`src/rtl/reorder_buffer_pkg.sv`:
```
// Shared types and sizes for the reorder buffer and the blocks around it.
//   ROB_WIDTH   : log2 of the ROB entry count (tag width)
//   REG_WIDTH   : architectural register index width
//   DATA_WIDTH  : result width carried on the CDB
//   cdb_t       : common data bus broadcast {valid, tag, data}
//   rob_entry_t : one ROB slot {done, has_dest, arch_num, data}
package reorder_buffer_pkg;

  localparam int ROB_WIDTH  = 3;
  localparam int REG_WIDTH  = 5;
  localparam int DATA_WIDTH = 32;

  typedef struct packed {
    logic                  valid;
    logic [ROB_WIDTH-1:0]  tag;
    logic [DATA_WIDTH-1:0] data;
  } cdb_t;

  typedef struct packed {
    logic                  done;
    logic                  has_dest;
    logic [REG_WIDTH-1:0]  arch_num;
    logic [DATA_WIDTH-1:0] data;
  } rob_entry_t;

endpackage

```
`src/rtl/reorder_buffer.sv`:
```
// Circular reorder buffer: allocates tags at issue, captures CDB results,
// retires entries in program order and serves operands of finished but
// not yet committed instructions.
//
// Ports:
//   clk, reset        : clock, synchronous active-high reset (flushes ROB)
//   issue             : dispatch request; accepted when issue && issue_ready
//   issue_ready       : ROB not full (uses pre-retire occupancy)
//   issue_has_dest    : instruction writes an architectural register
//   issue_arch_num    : destination register index
//   issue_tag         : tag for the accepted issue (current tail)
//   cdb               : result broadcast {valid, tag, data}
//   read_tag[2]       : operand tags from the rename lookup
//   rob_read[2]       : {valid = result available, tag = read_tag, data}
//   retire            : head entry leaves this cycle
//   commit            : retire with a destination register
//   commit_arch_num   : head destination index
//   commit_tag        : head index
//   commit_data       : head result
//
// Handshake: an issue transfers on a clock edge where issue && issue_ready
// are both high; issue_ready does not depend on issue or on retire.
module reorder_buffer #(
  parameter int ROB_WIDTH = reorder_buffer_pkg::ROB_WIDTH,
  parameter int REG_WIDTH = reorder_buffer_pkg::REG_WIDTH
) (
  input  logic                          clk,
  input  logic                          reset,
  input  logic                          issue,
  output logic                          issue_ready,
  input  logic                          issue_has_dest,
  input  logic [REG_WIDTH-1:0]          issue_arch_num,
  output logic [ROB_WIDTH-1:0]          issue_tag,
  input  reorder_buffer_pkg::cdb_t      cdb,
  input  logic [ROB_WIDTH-1:0]          read_tag [2],
  output reorder_buffer_pkg::cdb_t      rob_read [2],
  output logic                          retire,
  output logic                          commit,
  output logic [REG_WIDTH-1:0]          commit_arch_num,
  output logic [ROB_WIDTH-1:0]          commit_tag,
  output logic [31:0]                   commit_data
);

  localparam int DEPTH = 1 << ROB_WIDTH;

  logic [ROB_WIDTH-1:0]           head;
  logic [ROB_WIDTH-1:0]           tail;
  logic [ROB_WIDTH:0]             count;
  reorder_buffer_pkg::rob_entry_t entries [DEPTH];

  logic empty;
  logic full;
  logic issue_fire;

  assign empty       = (count == '0);
  // count only reaches its top bit when every slot is occupied
  assign full        = count[ROB_WIDTH];
  assign issue_ready = !full;
  assign issue_fire  = issue && !full;
  assign issue_tag   = tail;

  assign retire          = !empty && entries[head].done;
  assign commit          = retire && entries[head].has_dest;
  assign commit_arch_num = entries[head].arch_num;
  assign commit_tag      = head;
  assign commit_data     = entries[head].data;

  always_ff @(posedge clk) begin
    if (reset) begin
      head  <= '0;
      tail  <= '0;
      count <= '0;
      for (int i = 0; i < DEPTH; i++) begin
        entries[i].done <= 1'b0;
      end
    end else begin
      // Clearing done on retire keeps a freed slot from looking finished.
      if (retire) begin
        entries[head].done <= 1'b0;
        head               <= head + ROB_WIDTH'(1);
      end
      if (issue_fire) begin
        entries[tail].done     <= 1'b0;
        entries[tail].has_dest <= issue_has_dest;
        entries[tail].arch_num <= issue_arch_num;
        tail                   <= tail + ROB_WIDTH'(1);
      end
      // The CDB only targets allocated slots, so it never collides with the
      // tail slot being allocated or the head slot being freed.
      if (cdb.valid) begin
        entries[cdb.tag].done <= 1'b1;
        entries[cdb.tag].data <= cdb.data;
      end
      case ({issue_fire, retire})
        2'b10:   count <= count + (ROB_WIDTH+1)'(1);
        2'b01:   count <= count - (ROB_WIDTH+1)'(1);
        default: count <= count;
      endcase
    end
  end

  // Operand read: a result on the CDB this cycle wins over the stored entry.
  always_comb begin
    for (int i = 0; i < 2; i++) begin
      rob_read[i].tag = read_tag[i];
      if (cdb.valid && (cdb.tag == read_tag[i])) begin
        rob_read[i].valid = 1'b1;
        rob_read[i].data  = cdb.data;
      end else begin
        rob_read[i].valid = entries[read_tag[i]].done;
        rob_read[i].data  = entries[read_tag[i]].data;
      end
    end
  end

endmodule
```
`config.mk`:
```
export PLATFORM = sky130hd
export DESIGN_NAME = reorder_buffer
export DESIGN_NICKNAME = d
export VERILOG_FILES = /design/src/rtl/reorder_buffer_pkg.sv /design/src/rtl/reorder_buffer.sv
export SDC_FILE = /design/constraint.sdc
export NUM_CORES = 1
export LEC_CHECK = 0
export BUFFER_PORTS_ARGS = -buffer_cell sky130_fd_sc_hd__buf_2
export CAP_MARGIN = 25
export CORE_UTILIZATION = 54
export DETAILED_ROUTE_END_ITERATION = 12
export HOLD_SLACK_MARGIN = 0.15
export PLACE_DENSITY = 0.77
export SKIP_CTS_REPAIR_TIMING = 1
export SYNTH_ARGS = -nofsm -noshare
export SYNTH_HDL_FRONTEND = slang
export SYNTH_SLANG_ARGS = --single-unit
```
`constraint.sdc`:
```
create_clock -name clk -period 3.85 [get_ports clk]
set_clock_uncertainty 0.2 [all_clocks]
set_input_delay 0.385 -clock clk [delete_from_list [all_inputs] [get_ports clk]]
set_output_delay 0.385 -clock clk [all_outputs]
set_load 0.02 [all_outputs]
```
# Word-level counts from Yosys, hierarchy flattened
# Memory sizes are Yosys's and may differ from the RTL's. A register that Yosys moved wholly into a read port is not among the register bits.
# Cells that the tools add are included.
# totals
reg_bits	10
ramBits	312
n_memories	1
# classes
n_addsub	4
eq_ne	4
mux	27
reduce_logical	12
# mem_list
name	depth	width	rd	rd_ports_with_merged_regs	write_ports	line	source
entries	8	39	3	1	8	reorder_buffer.sv:49	reorder_buffer_pkg::rob_entry_t entries [DEPTH];
# op_table
cell	count
39-bit two-way mux	3
39-bit OR reduction	3
32-bit two-way mux	2
3-bit two-way mux	7
1-bit two-way mux	13
4-bit one-hot mux with 2 select lines	1
3-bit by 1-bit adder with 3-bit output (second input constant)	2
3-bit equality test	2
1-bit logical AND	5
4-bit by 1-bit adder with 4-bit output (second input constant)	1
4-bit zero test	1
4-bit by 1-bit subtractor with 4-bit output (second input constant)	1
2-bit by 1-bit equality test with 1-bit output (second input constant)	1
2-bit equality test (second input constant)	1
1-bit zero test	2
2-bit two-way mux	1
2-bit nonzero test	1

# Longest topological paths before layout
# logic_depth
word_depth	8
depth_mapped	14
ltp_nobuf	12

# Worst setup path after synthesis
# Ideal clock, no wire load.
# synth_timing
kind	input -> register
startpoint	input reset
endpoint	memory entries[0][0] (netlist name), enable pin
setup_time_ps	463
t_arrival_ps	3147
slack_ps	40
stages	4
cell_sequence	clkbuf_1 -> inv_1 -> nand3b_1 -> nor3_1
# synth_rtl
item	line	source
from (decl)	reorder_buffer.sv:28	input logic reset,
to (decl)	reorder_buffer.sv:49	

==> summary.txt <==
Outcome
  – Status: finished, final reports clean

STA
  – Worst slew margin: 0.336
  – Period minus WS final: 3.35 ns
  – Final setup fails: 0
  – RSZ-0062 raised after global routing: no
  – Setup_tns: 0 ns
  – Slew Viols, Final: 0
  – Hold Violations, Final: 0
  – Worst-margin pin slew: roughly 1 ns
  – Fin crit share: 0.871
  – Max Fclk: slightly below 300 MHz

Floorplanning
  – # IOs: roughly 170
  – Die Wd: 180 um
  – Full die area: around 0.033 mm^2
  – Core area: between 0.03 and 0.04 mm^2
  – Initial core utilization: 0.556
  – Die H: 180 um
  – # rows: 64

Power and ir drop
  – Total Power: about 8.4 mW
  – P per Cell Area: approximately 420 mW/mm^2
  – Worst VDD drop: 0.000311 V
  – P_leak: ~7.0 nW

Yosys
  – Synth top area share: 0.531
  – Syn Nets: about 1100
  – Distinct cells, synth: 45
  – Sequential share of the synthesized area: 0.556
  – Syn Inst Count: roughly 1100
  – Synth Area per Inst: ~16 um^2
  – Ys flop type: edfxtp_1
  – Async SR Flop Fraction: 0
  – Synth Warn #: 0
  – Area leader, netlist: edfxtp_1
  – #FFs+latches synth: roughly 330
  – Post-Syn Area: around 0.017 mm^2
  – Post-synth EDFFs: around 300
  – Largest cells by area after synthesis: edfxtp_1, mux4_2, mux2i_1

Drt
  – Residual DRC: 0
  – Drt wl/cell: 25.2 um
  – Via count: 10900
  – Vias per Instance: approximately 6.5
  – Drt pass-1 iters: 5
  – DRT iter0 DRCs: around 1300
  – Post-DRT Antenna Nets: 0
  – Routed WL: about 42000 um

GRT
  – Vias in the first global route: about 11000
  – Pin count of the biggest net entering global routing: 57
  – First-pass GRT wire length: ~64000 um
  – Global route total overflow: 0
  – GRT Overall Usage: 0.264
  – Initial antenna violation count: 1

Finish
  – Layout cells sized above 1: 0.379
  – Fin util: 0.652
  – Most frequent cells in the layout: edfxtp_1, mux4_2, buf_2
  – Area Overhead vs Synth: 17.2%
  – Final #Nets: ~1300
  – Most common cell after layout, fill and taps aside: edfxtp_1

Clock tree
  – Worst-Skew Late Latency: between 0.5 and 0.6 ns
  – CTS tree: done
  – Clock Path Buffers: 3
  – Root buf cell: clkbuf_16
  – CTS Buf Count: 34
  – Htree depth: 2
  – Clock sink count: approximately 330
  – Clock slew seen by the registers of the worst setup and hold paths: 0.06 ns

Run
  – # Max-Cap Violations: 0

Setup path
  – Crit path largest cell delay: roughly 0.8 ns
  – Critical Path Source Type: flop
  – Crit Path Class: flop to primary output
  – Worst-path cell chain: buf_4, mux4_2, nand2_1, nand2_1, buf_2
  – Critical path required time: approximately 3.3 ns
  – Worst path slowest cell: buf_4
  – WP data arrival: about 2.8 ns
  – Most Frequent Cell on Critical Path: nand2_1
  – CP Max Fanout: 56
  – Crit path capture type: primary output

Min path
  – Hold Path Class: primary input to flop

Placed design
  – Dpl hpwl: about 26000 um
  – GPL Wtd Cong: slightly above 0.8
  – Port Buffers: 168
where the power goes:
part / switching, mW / internal (mW) / leakage (nW)
combinational: 0.561 / 0.429 / 3.53
clock: 1.35 / 2.05 / 0.560
sequential: 0.0538 / 3.94 / 2.92
final timing paths:
path	start	endpoint	slack, ns	cells after the start
max	flop	commit_data[31]	0.50	5
min	cdb[33]	entries[4][38]	0.15	3
max reg2reg	flop	count[2]	0.63	11
min reg2reg	entries[2][38]	entries[2][38]	0.35	2
cell families after synthesis:
family | after synthesis | synth area share
xor+xnor | 12 | 0.00612
flops | 325 | 0.556
mux | 282 | 0.316
compound gates | 92 | 0.0328
simple gates | 250 | 0.0598
buf+inv | 101 | 0.0265
fa+ha+maj | 4 | 0.00291
state kept, by name (all words and copies together) (netlist names), named ones only:
name and flops:
commit_tag 3, issue_tag 3, entries 312, count 4
layout make-up:
class	instances	area, um^2
Clock inverter	24	302
Timing Repair Buffer	246	1660
Inverter	8	30.0
Multi-Input combinational cell	640	7230
Tap cell	396	495
Fill cell	2158	10800
Clock buffer	38	866
Antenna cell	1	2.50
Sequential cell	325	9560
synthesized netlist by cell type (all sizes together), types with 6 or more instances:
cell,number
inv,7
xnor2,7
nand2,128
nand2b,6
a21oi,67
clkbuf,40
nor3,10
dfxtp,21
mux4,208
mux2i,73
buf,53
edfxtp,304
nor2,89
metal layers:
| metal | track usage | vias up | part of all wire |
|---|---|---|---|
| met2 | 0.439 | 637 | 0.50 |
| met5 | 0 | - | 0 |
| met3 | 0.0562 | 89 | 0.10 |
| met4 | 0.0834 | 0 | 0.025 |
| li1 | - | 4710 | - |
| met1 | 0.352 | 5415 | 0.38 |
worst max-delay path, delay by kind of cell (launching register included):
family / cells / cell delay [ns]
buffers and inverters: 2 / 0.98
DFF: 1 / 0.60
muxes: 1 / 0.42
and+or+nand+nor: 2 / 0.22
through the flow:
| stage | instances | hold WS, ns | worst slack (ns) | instance area [um^2] |
|---|---|---|---|---|
| final | 1678 | 0.153 | 0.499 | 20100 |
| after global routing | 1678 | 0.168 | 0.404 | 20100 |
| after CTS | 1637 | -0.0728 | 0.498 | 19700 |
| after detailed placement | 1575 | 0.334 | 0.656 | 18600 |
| after global placement | 1575 | 0.339 | 0.723 | 18600 |
| after floorplan | 1066 | 0.279 | 0.0398 | 17200 |
Note: power is estimated with default switching activity, not from simulation.
